==> src/rtl/vdp18_addr_gen.sv <==
// VRAM address generator for a TMS9918-style VDP: composes video fetch
// addresses per slot type and arbitrates CPU data-port accesses.

package vdp18_pkg;
    typedef enum logic [3:0] {
        AC_NONE, AC_CPU, AC_PNT, AC_PCT, AC_PGT, AC_STST, AC_SATY,
        AC_SATX, AC_SATN, AC_SATC, AC_SPTH, AC_SPTL
    } access_t;

    typedef enum logic [1:0] {TEXTM, GRAPH1, GRAPH2, MULTIC} opmode_t;
endpackage

module vdp18_addr_gen
    import vdp18_pkg::*;
#(
    parameter int ADDR_W = 14
) (
    input  logic                                          clock_i,
    input  logic                                          reset_n_i,
    input  logic                                          clk_en_i,
    input  access_t                                       access_type_i,
    input  opmode_t                                       opmode_i,
    input  logic [8:0]                                    num_line_i,
    input  logic [3:0]                                    reg_ntb_i,
    input  logic [7:0]                                    reg_ctb_i,
    input  logic [2:0]                                    reg_pgb_i,
    input  logic [6:0]                                    reg_satb_i,
    input  logic [2:0]                                    reg_spgb_i,
    input  logic                                          reg_size1_i,
    input  logic [((ADDR_W > 14) ? (ADDR_W - 14) : 1)-1:0] reg_ext_i,
    input  logic [9:0]                                    pat_table_i,
    input  logic [7:0]                                    pat_name_i,
    input  logic [4:0]                                    spr_num_i,
    input  logic [3:0]                                    spr_line_i,
    input  logic [7:0]                                    spr_name_i,
    input  logic                                          cpu_ctrl_wr_i,
    input  logic                                          cpu_data_wr_i,
    input  logic                                          cpu_data_rd_i,
    input  logic [7:0]                                    cpu_d_i,
    output logic [ADDR_W-1:0]                             vram_a_o,
    output logic                                          vram_vld_o,
    output logic                                          vram_we_o,
    output logic                                          cpu_busy_o,
    output logic                                          cpu_ovr_o,
    output logic                                          reg_wr_o
);

    localparam int EXT_W = ADDR_W - 14;

    typedef enum logic {WAIT_LO, WAIT_HI} ctrl_state_t;
    typedef enum logic [1:0] {IDLE, PEND_RD, PEND_WR} req_state_t;

    ctrl_state_t       ctrl_q, ctrl_d;
    req_state_t        req_q, req_d;
    logic [7:0]        lo_q, lo_d;
    logic [ADDR_W-1:0] ptr_q, ptr_d, load_val;
    logic              ovr_q, ovr_d, reg_wr_q, reg_wr_d;
    logic [ADDR_W-1:0] addr_q, addr_d, vid_addr;
    logic              vld_q, vld_d, we_q, we_d;
    logic [13:0]       vid_lo;
    logic              vid_hit, serve, prefetch, new_req;
    logic              unused_bits;

    assign unused_bits = ^{num_line_i[8], reg_ext_i};

    // Low 14 address bits for video slots; vid_hit marks slot types that fetch.
    always_comb begin
        vid_lo  = '0;
        vid_hit = 1'b1;
        case (access_type_i)
            AC_PNT: vid_lo = {reg_ntb_i, pat_table_i};
            AC_PCT: begin
                case (opmode_i)
                    GRAPH1: vid_lo = {reg_ctb_i, 1'b0, pat_name_i[7:3]};
                    GRAPH2: vid_lo = {reg_ctb_i[7], num_line_i[7:6] & reg_ctb_i[6:5],
                                      pat_name_i & {reg_ctb_i[4:0], 3'b111}, num_line_i[2:0]};
                    default: vid_hit = 1'b0;
                endcase
            end
            AC_PGT: begin
                case (opmode_i)
                    MULTIC: vid_lo = {reg_pgb_i, pat_name_i, num_line_i[4:2]};
                    GRAPH2: vid_lo = {reg_pgb_i[2], num_line_i[7:6] & reg_pgb_i[1:0],
                                      pat_name_i & {reg_ctb_i[4:0], 3'b111}, num_line_i[2:0]};
                    default: vid_lo = {reg_pgb_i, pat_name_i, num_line_i[2:0]};
                endcase
            end
            AC_STST, AC_SATY: vid_lo = {reg_satb_i, spr_num_i, 2'b00};
            AC_SATX: vid_lo = {reg_satb_i, spr_num_i, 2'b01};
            AC_SATN: vid_lo = {reg_satb_i, spr_num_i, 2'b10};
            AC_SATC: vid_lo = {reg_satb_i, spr_num_i, 2'b11};
            AC_SPTH: vid_lo = reg_size1_i ? {reg_spgb_i, spr_name_i[7:2], 1'b0, spr_line_i}
                                          : {reg_spgb_i, spr_name_i, spr_line_i[2:0]};
            AC_SPTL: vid_lo = {reg_spgb_i, spr_name_i[7:2], 1'b1, spr_line_i};
            default: vid_hit = 1'b0;
        endcase
    end

    generate
        if (EXT_W > 0) begin : g_ext
            assign vid_addr = {reg_ext_i, vid_lo};
        end else begin : g_no_ext
            assign vid_addr = vid_lo;
        end
    endgenerate

    // Control-port byte pairing and CPU request tracking. A pointer load on the
    // same edge as a service takes precedence over the post-access increment.
    always_comb begin
        ctrl_d   = ctrl_q;
        req_d    = req_q;
        lo_d     = lo_q;
        ptr_d    = ptr_q;
        ovr_d    = ovr_q;
        reg_wr_d = 1'b0;
        prefetch = 1'b0;
        load_val = '0;
        load_val[13:0] = {cpu_d_i[5:0], lo_q};
        serve    = clk_en_i && (access_type_i == AC_CPU) && (req_q != IDLE);

        if (serve) begin
            req_d = IDLE;
            ptr_d = ptr_q + 1'b1;
        end

        if (cpu_ctrl_wr_i) begin
            if (ctrl_q == WAIT_LO) begin
                lo_d   = cpu_d_i;
                ctrl_d = WAIT_HI;
            end else begin
                ctrl_d = WAIT_LO;
                case (cpu_d_i[7:6])
                    2'b00: begin
                        ptr_d    = load_val;
                        prefetch = 1'b1;
                    end
                    2'b01:   ptr_d    = load_val;
                    2'b10:   reg_wr_d = 1'b1;
                    default: ;
                endcase
            end
        end

        if (cpu_data_wr_i || cpu_data_rd_i) begin
            ctrl_d = WAIT_LO;
        end

        new_req = cpu_data_wr_i || cpu_data_rd_i || prefetch;
        if (new_req) begin
            if (req_q == IDLE || serve) begin
                req_d = cpu_data_wr_i ? PEND_WR : PEND_RD;
            end else begin
                ovr_d = 1'b1;
            end
        end
    end

    always_comb begin
        addr_d = '0;
        vld_d  = 1'b0;
        we_d   = 1'b0;
        if (access_type_i == AC_CPU) begin
            if (req_q != IDLE) begin
                addr_d = ptr_q;
                vld_d  = 1'b1;
                we_d   = (req_q == PEND_WR);
            end
        end else if (vid_hit) begin
            addr_d = vid_addr;
            vld_d  = 1'b1;
        end
    end

    always_ff @(posedge clock_i or negedge reset_n_i) begin
        if (!reset_n_i) begin
            ctrl_q   <= WAIT_LO;
            req_q    <= IDLE;
            lo_q     <= '0;
            ptr_q    <= '0;
            ovr_q    <= 1'b0;
            reg_wr_q <= 1'b0;
            addr_q   <= '0;
            vld_q    <= 1'b0;
            we_q     <= 1'b0;
        end else begin
            ctrl_q   <= ctrl_d;
            req_q    <= req_d;
            lo_q     <= lo_d;
            ptr_q    <= ptr_d;
            ovr_q    <= ovr_d;
            reg_wr_q <= reg_wr_d;
            if (clk_en_i) begin
                addr_q <= addr_d;
                vld_q  <= vld_d;
                we_q   <= we_d;
            end
        end
    end

    assign vram_a_o   = addr_q;
    assign vram_vld_o = vld_q;
    assign vram_we_o  = we_q;
    assign cpu_busy_o = (req_q != IDLE);
    assign cpu_ovr_o  = ovr_q;
    assign reg_wr_o   = reg_wr_q;

endmodule

==> config.mk <==
export PLATFORM = sky130hd
export DESIGN_NAME = vdp18_addr_gen
export DESIGN_NICKNAME = d
export VERILOG_FILES = /design/src/rtl/vdp18_addr_gen.sv
export SDC_FILE = /design/constraint.sdc
export NUM_CORES = 1
export LEC_CHECK = 0
export BUFFER_PORTS_ARGS = -buffer_cell sky130_fd_sc_hd__buf_4
export CAP_MARGIN = 25
export CORE_UTILIZATION = 41
export CTS_CLUSTER_DIAMETER = 120
export DETAILED_ROUTE_END_ITERATION = 10
export PLACE_DENSITY_LB_ADDON = 0.2
export REMOVE_ABC_BUFFERS = 1
export SLEW_MARGIN = 20
export SYNTH_ARGS = -nofsm -noshare
export SYNTH_HDL_FRONTEND = slang
export SYNTH_SLANG_ARGS = --single-unit
==> constraint.sdc <==
create_clock -name clock_i -period 2.1 [get_ports clock_i]
set_input_delay 0.105 -clock clock_i [delete_from_list [all_inputs] [get_ports clock_i]]
set_output_delay 0.105 -clock clock_i [all_outputs]
set_load 0.01 [all_outputs]
==> results.md, run 1 <==
- Status: completed
- Setup TNS: 0 ns
- Crit end category: flop
- Final setup viols: 0
- # rows: 30
- Via count: 3,082
- GRT Util Overall: 22.8%
- HP Class: in -> reg
- Reg2Reg Depth: 5
- Post-DRT Antenna Nets: 0
- Final #Nets: 544
- Clk slew on worst S/H paths: 0.08 ns
- CTS tree: built
- Die area: 7710 um^2
- Post-CTS setup buffer count: 0
- PortBufs: 106
- FF-to-FF setup slack: 0.31 ns
- Initial antenna violation count: 0
- Vias in the first global route: 2,779
- Clock Latency Late Sink: 0.31 ns
- Avg Vias per Cell: 5.66
- Critical path launch point type: flop
- Least-Margin Pin Slew: 0.561 ns
- Seq/Total Area, Yosys: 35.6%
- Final Skew: 0.00607 ns
- Final Hold Fails: 0
- RSZ-0062 raised after global routing: no
- Final worst path period share: 85.4%
- P&R area growth vs syn: 35.3%
- Post-synthesis register bit count: 43
- Synth top area share: 35.6%
- DRC Markers: 0
- Hold Crit Depth: 2
- Syn_area_per_cell: 8.81 um^2
- Design Power: 0.00262 W
- Crit-path max cell delay: 0.44 ns
- Sink Count: 43
- GPL Wtd Cong: 0.866
- Synth Instances: 343
- Total grt overflow: 0
- Worst Hold Path EP: lo_q[2]
- Leak pwr: 1.73 nW
- Pwr dens: 641 nW/um^2
- Worst r2r src: ptr_q[0]
- DR iter-0 viols: 137
- Antenna Cells: 0
- Post-synth ARST share: 100%
- Max-slew violation count: 0
- Ys Warns: 0
- Crit Path Category: reg -> reg
- # resized after CTS: 0
- Netlist Area Pre-Place: 3020 um^2
- Largest net degree at the start of global routing: 44
- DRT Pass-1 Iters: 4
- Total Wirelength: 8.66 mm
- Cell variety after synth: 55
- Top post-synthesis cells by area: dfrtp_1, a22oi_1, a21oi_1, o21ai_0, nand3b_1
- Core area: 6940 um^2
- Die X: 87.8 um
- Reg-to-reg endpoint: ptr_q[12]
- FMAX: 557 MHz
- EDFF count, synth: 0
- Synth Flop Type: dfrtp_1
- CP max stage cell: dfrtp_1
- Vert. Die Dim: 87.8 um
- Initial Utilization: 43.5%
- Final min period: 1.79 ns
- Yosys top cell by area: dfrtp_1
- Worst path cell trace: ha_1 -> and3_1 -> nand4_1 -> or3_1 -> a31oi_1
- Max Cap Viol: 0
- Hold path start: cpu_d_i[2]
- WP data arrival: 2.02 ns
- Num CTS Buffers: 5
- Max_slew headroom: 61.6%
- CTS H-tree lvls: 2
- First-pass GRT wire length: 13.5 mm
- VDD IR max: 0.303 mV
- Share of layout cells above drive strength 1: 34.1%
- Clock buffer depth: 2
- Worst endpoint required time: 2.32 ns
- Routed WL per cell: 15.9 um
- Num ports: 110
- Root Driver: clkbuf_8
- CP max FO: 6
- Hpwl dp: 6.61 mm
## critical path, delay by kind of cell, from the launching register on
kind,cells,cell delay (ns)
simple gates,3,0.89
fa+ha+maj,1,0.22
flops,1,0.44
compound gates,1,0.17
## final cells by class
class	count	area, um^2
Clock buffer	6	82.6
Multi-Input combinational cell	261	1790
Sequential cell	43	1080
Clock inverter	2	35.0
Timing Repair Buffer	123	933
Inverter	14	52.6
Tap cell	96	120
Fill cell	646	2860
## where the power goes
group	internal, W	switching, W
Sequential	0.000990	0.000188
Combinational	0.000406	0.000361
Clock	0.000385	0.000290
Total	0.00178	0.000839
## placed cells by master (no fill, tap or decap), types with 3 or more instances in the layout
| cell | Yosys | final |
|---|---|---|
| buf_4 | 0 | 119 |
| nand2b_1 | 8 | 8 |
| dfrtp_1 | 43 | 43 |
| a21boi_0 | 4 | 4 |
| a22o_1 | 3 | 3 |
| nand3_1 | 5 | 5 |
| nand4_1 | 3 | 3 |
| nor4b_1 | 7 | 7 |
| nand3b_1 | 13 | 13 |
| nand2_1 | 19 | 19 |
| mux2_2 | 8 | 8 |
| a22oi_1 | 22 | 22 |
| or3b_2 | 9 | 9 |
| inv_1 | 14 | 14 |
| o21ai_0 | 24 | 24 |
| a31oi_1 | 7 | 7 |
| ha_1 | 5 | 5 |
| nor2_1 | 19 | 19 |
| xnor2_1 | 5 | 5 |
| a21oi_1 | 29 | 29 |
| or3_1 | 9 | 9 |
| a2111oi_0 | 11 | 11 |
| dlygate4sd3_1 | 0 | 4 |
| a211oi_1 | 7 | 7 |
| nor3_1 | 8 | 8 |
| clkbuf_8 | 0 | 6 |
## worst max path at each step
| stage | start | end | depth (start not counted) |
|---|---|---|---|
| final | ptr_q[0] | ptr_q[12] | 5 |
| after global routing | ptr_q[0] | ptr_q[10] | 5 |
| after CTS | ptr_q[0] | ptr_q[12] | 5 |
| after detailed placement | opmode_i[0] | vram_a_o[13] | 7 |
| after global placement | opmode_i[0] | vram_a_o[13] | 7 |
| after floorplan | opmode_i[0] | vram_a_o[2] | 6 |
## Yosys cell counts (7+ instances only)
cell and instances:
nand2b_1 8, nand2_1 19, a2111oi_0 11, mux2_2 8, o21ai_0 24, nor2_1 19, a211oi_1 7, nor3_1 8
dfrtp_1 43, a22oi_1 22, nor4b_1 7, a31oi_1 7, inv_1 14, or3b_2 9, or3_1 9, clkbuf_1 15
a21oi_1 29, nand3b_1 13, buf_2 9
## logic make-up after synthesis
logic type / share of synthesized area [%]
compound gates: 26.1
xor+xnor: 2.03
fa+ha+maj: 2.07
buf+inv: 5.22
flops: 35.6
mux: 3.31
simple gates: 25.6
## flip-flops by register name, summed over array words and instances (netlist names)
name	count
ptr_q	14
vram_a_o	14
lo_q	8
req_q	2
cpu_ovr_o	1
ctrl_q	1
reg_wr_o	1
vram_vld_o	1
vram_we_o	1
## repair_timing
action,CTS,global route
hold buffers,4,0
setup endpoints to repair,0,0
endpoints found under the hold margin,45,0
## layer usage
metal	part of all wire (%)	global-route usage, %
met1	45	31.7
met2	48	36.1
met3	5.5	4.24
met4	1.1	6.41
met5	0	0
## through the flow
step / util [%] / setup WS (ns) / std cells / cell area, um^2 / hold WS (ns)
after detailed placement: 56.6 / 0.251 / 533 / 3930 / 0.125
after global routing: 58.8 / 0.234 / 545 / 4090 / 0.0379
after floorplan: - / 0.414 / 318 / 2920 / -0.191
after global placement: 56.6 / 0.245 / 533 / 3930 / 0.124
final: 58.8 / 0.306 / 545 / 4090 / 0.0440
after CTS: 58.8 / 0.330 / 545 / 4090 / 0.0351
Power figures use the tool's default switching activity.
==> run 2: changes to the inputs <==
--- a/config.mk
+++ b/config.mk
@@ -7,9 +7,10 @@
 export LEC_CHECK = 0
 export BUFFER_PORTS_ARGS = -buffer_cell sky130_fd_sc_hd__buf_4
 export CAP_MARGIN = 25
-export CORE_UTILIZATION = 41
+export CORE_UTILIZATION = 43
 export CTS_CLUSTER_DIAMETER = 120
 export DETAILED_ROUTE_END_ITERATION = 10
+export GPL_TIMING_DRIVEN = 0
 export PLACE_DENSITY_LB_ADDON = 0.2
 export REMOVE_ABC_BUFFERS = 1
 export SLEW_MARGIN = 20
==> constraint.sdc (replaced) <==
create_clock -name clock_i -period 1.8 [get_ports clock_i]
set_input_delay 0.09 -clock clock_i [delete_from_list [all_inputs] [get_ports clock_i]]
set_output_delay 0.09 -clock clock_i [all_outputs]
set_load 0.01 [all_outputs]
==> results.md, run 2 (synthesis gave the netlist of run 1 again) <==
- Vias in the first global route: 2,740 (was 2,779)
- Antenna Cells: 0 (unchanged)
- Clk slew on worst S/H paths: 0.09 ns (was 0.08 ns)
- Vert. Die Dim: 85.8 um (was 87.8 um)
- First-pass GRT wire length: 13.5 mm (about the same)
- Routed WL per cell: 16.1 um (was 15.9 um)
- Worst endpoint required time: 2.02 ns (was 2.32 ns)
- Critical path launch point type: flop (unchanged)
- Setup TNS: 0 ns (unchanged)
- Via count: 3,089 (was 3,082)
- Max_slew headroom: 39.9% (was 61.6%)
- WP data arrival: 1.93 ns (was 2.02 ns)
- FF-to-FF setup slack: 0.09 ns (was 0.31 ns)
- CP max FO: 6 (unchanged)
- Final setup viols: 0 (unchanged)
- Largest net degree at the start of global routing: 44 (unchanged)
- Post-DRT Antenna Nets: 0 (unchanged)
- Hold path start: cpu_d_i[2] (unchanged)
- Sink Count: 43 (unchanged)
- Pwr dens: 720 nW/um^2 (was 641 nW/um^2)
- Hpwl dp: 6.28 mm (was 6.61 mm)
- Status: completed (unchanged)
- Worst Hold Path EP: lo_q[2] (unchanged)
- Most common cell after layout, fill and taps aside: buf_4 (unchanged)
- Design Power: 0.00291 W (was 0.00262 W)
- GRT Util Overall: 23.2% (was 22.8%)
- Die X: 85.8 um (was 87.8 um)
- Die area: 7360 um^2 (was 7710 um^2)
- Share of layout cells above drive strength 1: 33.6% (was 34.1%)
- Initial Utilization: 44.5% (was 43.5%)
- Hold Crit Depth: 2 (unchanged)
- Max Cap Viol: 0 (unchanged)
- Least-Margin Pin Slew: 0.901 ns (was 0.561 ns)
- P&R area growth vs syn: 33.6% (was 35.3%)
- Reg2Reg Depth: 5 (unchanged)
- Crit end category: flop (unchanged)
- Final Skew: 0.00782 ns (was 0.00607 ns)
- Clock buffer depth: 2 (unchanged)
- Leak pwr: 1.68 nW (was 1.73 nW)
- Total Wirelength: 8.67 mm (was 8.66 mm)
- Clock Latency Late Sink: 0.30 ns (was 0.31 ns)
- HP Class: in -> reg (unchanged)
- CTS tree: built (unchanged)
- Final worst path period share: 95.0% (was 85.4%)
- Max-slew violation count: 0 (unchanged)
- PortBufs: 106 (unchanged)
- Avg Vias per Cell: 5.72 (was 5.66)
- Crit Path Category: reg -> reg (unchanged)
- Num ports: 110 (unchanged)
- Worst r2r src: ptr_q[1] (was ptr_q[0])
- Core area: 6790 um^2 (was 6940 um^2)
- # rows: 30 (unchanged)
- Root Driver: clkbuf_8 (unchanged)
- VDD IR max: 0.296 mV (was 0.303 mV)
- CTS H-tree lvls: 2 (unchanged)
- Final min period: 1.71 ns (was 1.79 ns)
- Initial antenna violation count: 0 (unchanged)
- GPL Wtd Cong: 0.867 (was 0.866)
- DR iter-0 viols: 170 (was 137)
- Total grt overflow: 0 (unchanged)
- Final Hold Fails: 0 (unchanged)
- Final #Nets: 539 (was 544)
- DRT Pass-1 Iters: 5 (was 4)
- FMAX: 585 MHz (was 557 MHz)
- Commonest non-fill, non-tap cells in the layout: buf_4, dfrtp_1, a21oi_1 (unchanged)
- Reg-to-reg endpoint: ptr_q[12] (unchanged)
- Num CTS Buffers: 5 (unchanged)
- DRC Markers: 0 (unchanged)
run 2: critical path, cell delays in order, from the launching register on:
cell and delay, ns:
dfrtp_1 0.41, ha_1 0.20, and3_1 0.18, nand4_1 0.24, or3_1 0.42, a31oi_1 0.17
run 2: routing by layer:
metal  up-vias  track usage [%]  part of all wire, %
met5         -                0                    0
met4         0             6.06                  1.6
met3        13             2.98                  6.1
met2       127             38.8                   49
met1      1448             31.8                   44
li1       1501                -                    -
run 2: cell type report:
type | count | area (um^2)
fillers | 611 | 2760
multi-input cells | 262 | 1810
flip-flops and latches | 43 | 1080
repair buffers | 117 | 888
well taps | 96 | 120
clock buffers | 6 | 72.6
inverters | 14 | 52.6
clock inverters | 2 | 12.5
run 2: worst max path at each step:
stage,start,slack [ns],to
after detailed placement,opmode_i[0],-0.42,vram_a_o[2]
after global routing,ptr_q[1],-0.007,ptr_q[10]
after CTS,ptr_q[0],0.04,ptr_q[10]
final,ptr_q[1],0.09,ptr_q[12]
after global placement,opmode_i[0],-0.41,vram_a_o[2]
after floorplan,opmode_i[0],0.13,vram_a_o[2]
run 2: repair_timing:
| action | in CTS | in global routing |
|---|---|---|
| setup buffers | 0 | 7 |
| endpoints found under the setup margin | 16 | 10 |
| pin swaps | 1 | 2 |
| gates resized for setup | 2 | 3 |
| hold buffers | 4 | 0 |
| endpoints found under the hold margin | 45 | 0 |
| cloned | 1 | 0 |
run 2: metrics by stage:
step	utilization [%]	area (um^2)	std cells	hold WS [ns]	setup WS [ns]
after floorplan	-	2920	318	-0.206	0.129
after global placement	56.4	3830	520	0.111	-0.408
after detailed placement	56.4	3830	520	0.115	-0.421
after CTS	58.5	3970	533	0.0309	0.0413
after global routing	59.4	4040	540	0.0219	-0.00663
final	59.4	4040	540	0.0337	0.0897
run 2: power breakdown:
| group | internal, W | switching (W) | leakage, nW | total [W] |
|---|---|---|---|---|
| sequential | 0.00116 | 0.000237 | 0.520 | 0.00140 |
| combinational | 0.000482 | 0.000422 | 1.12 | 0.000904 |
| clock | 0.000271 | 0.000335 | 0.0412 | 0.000606 |
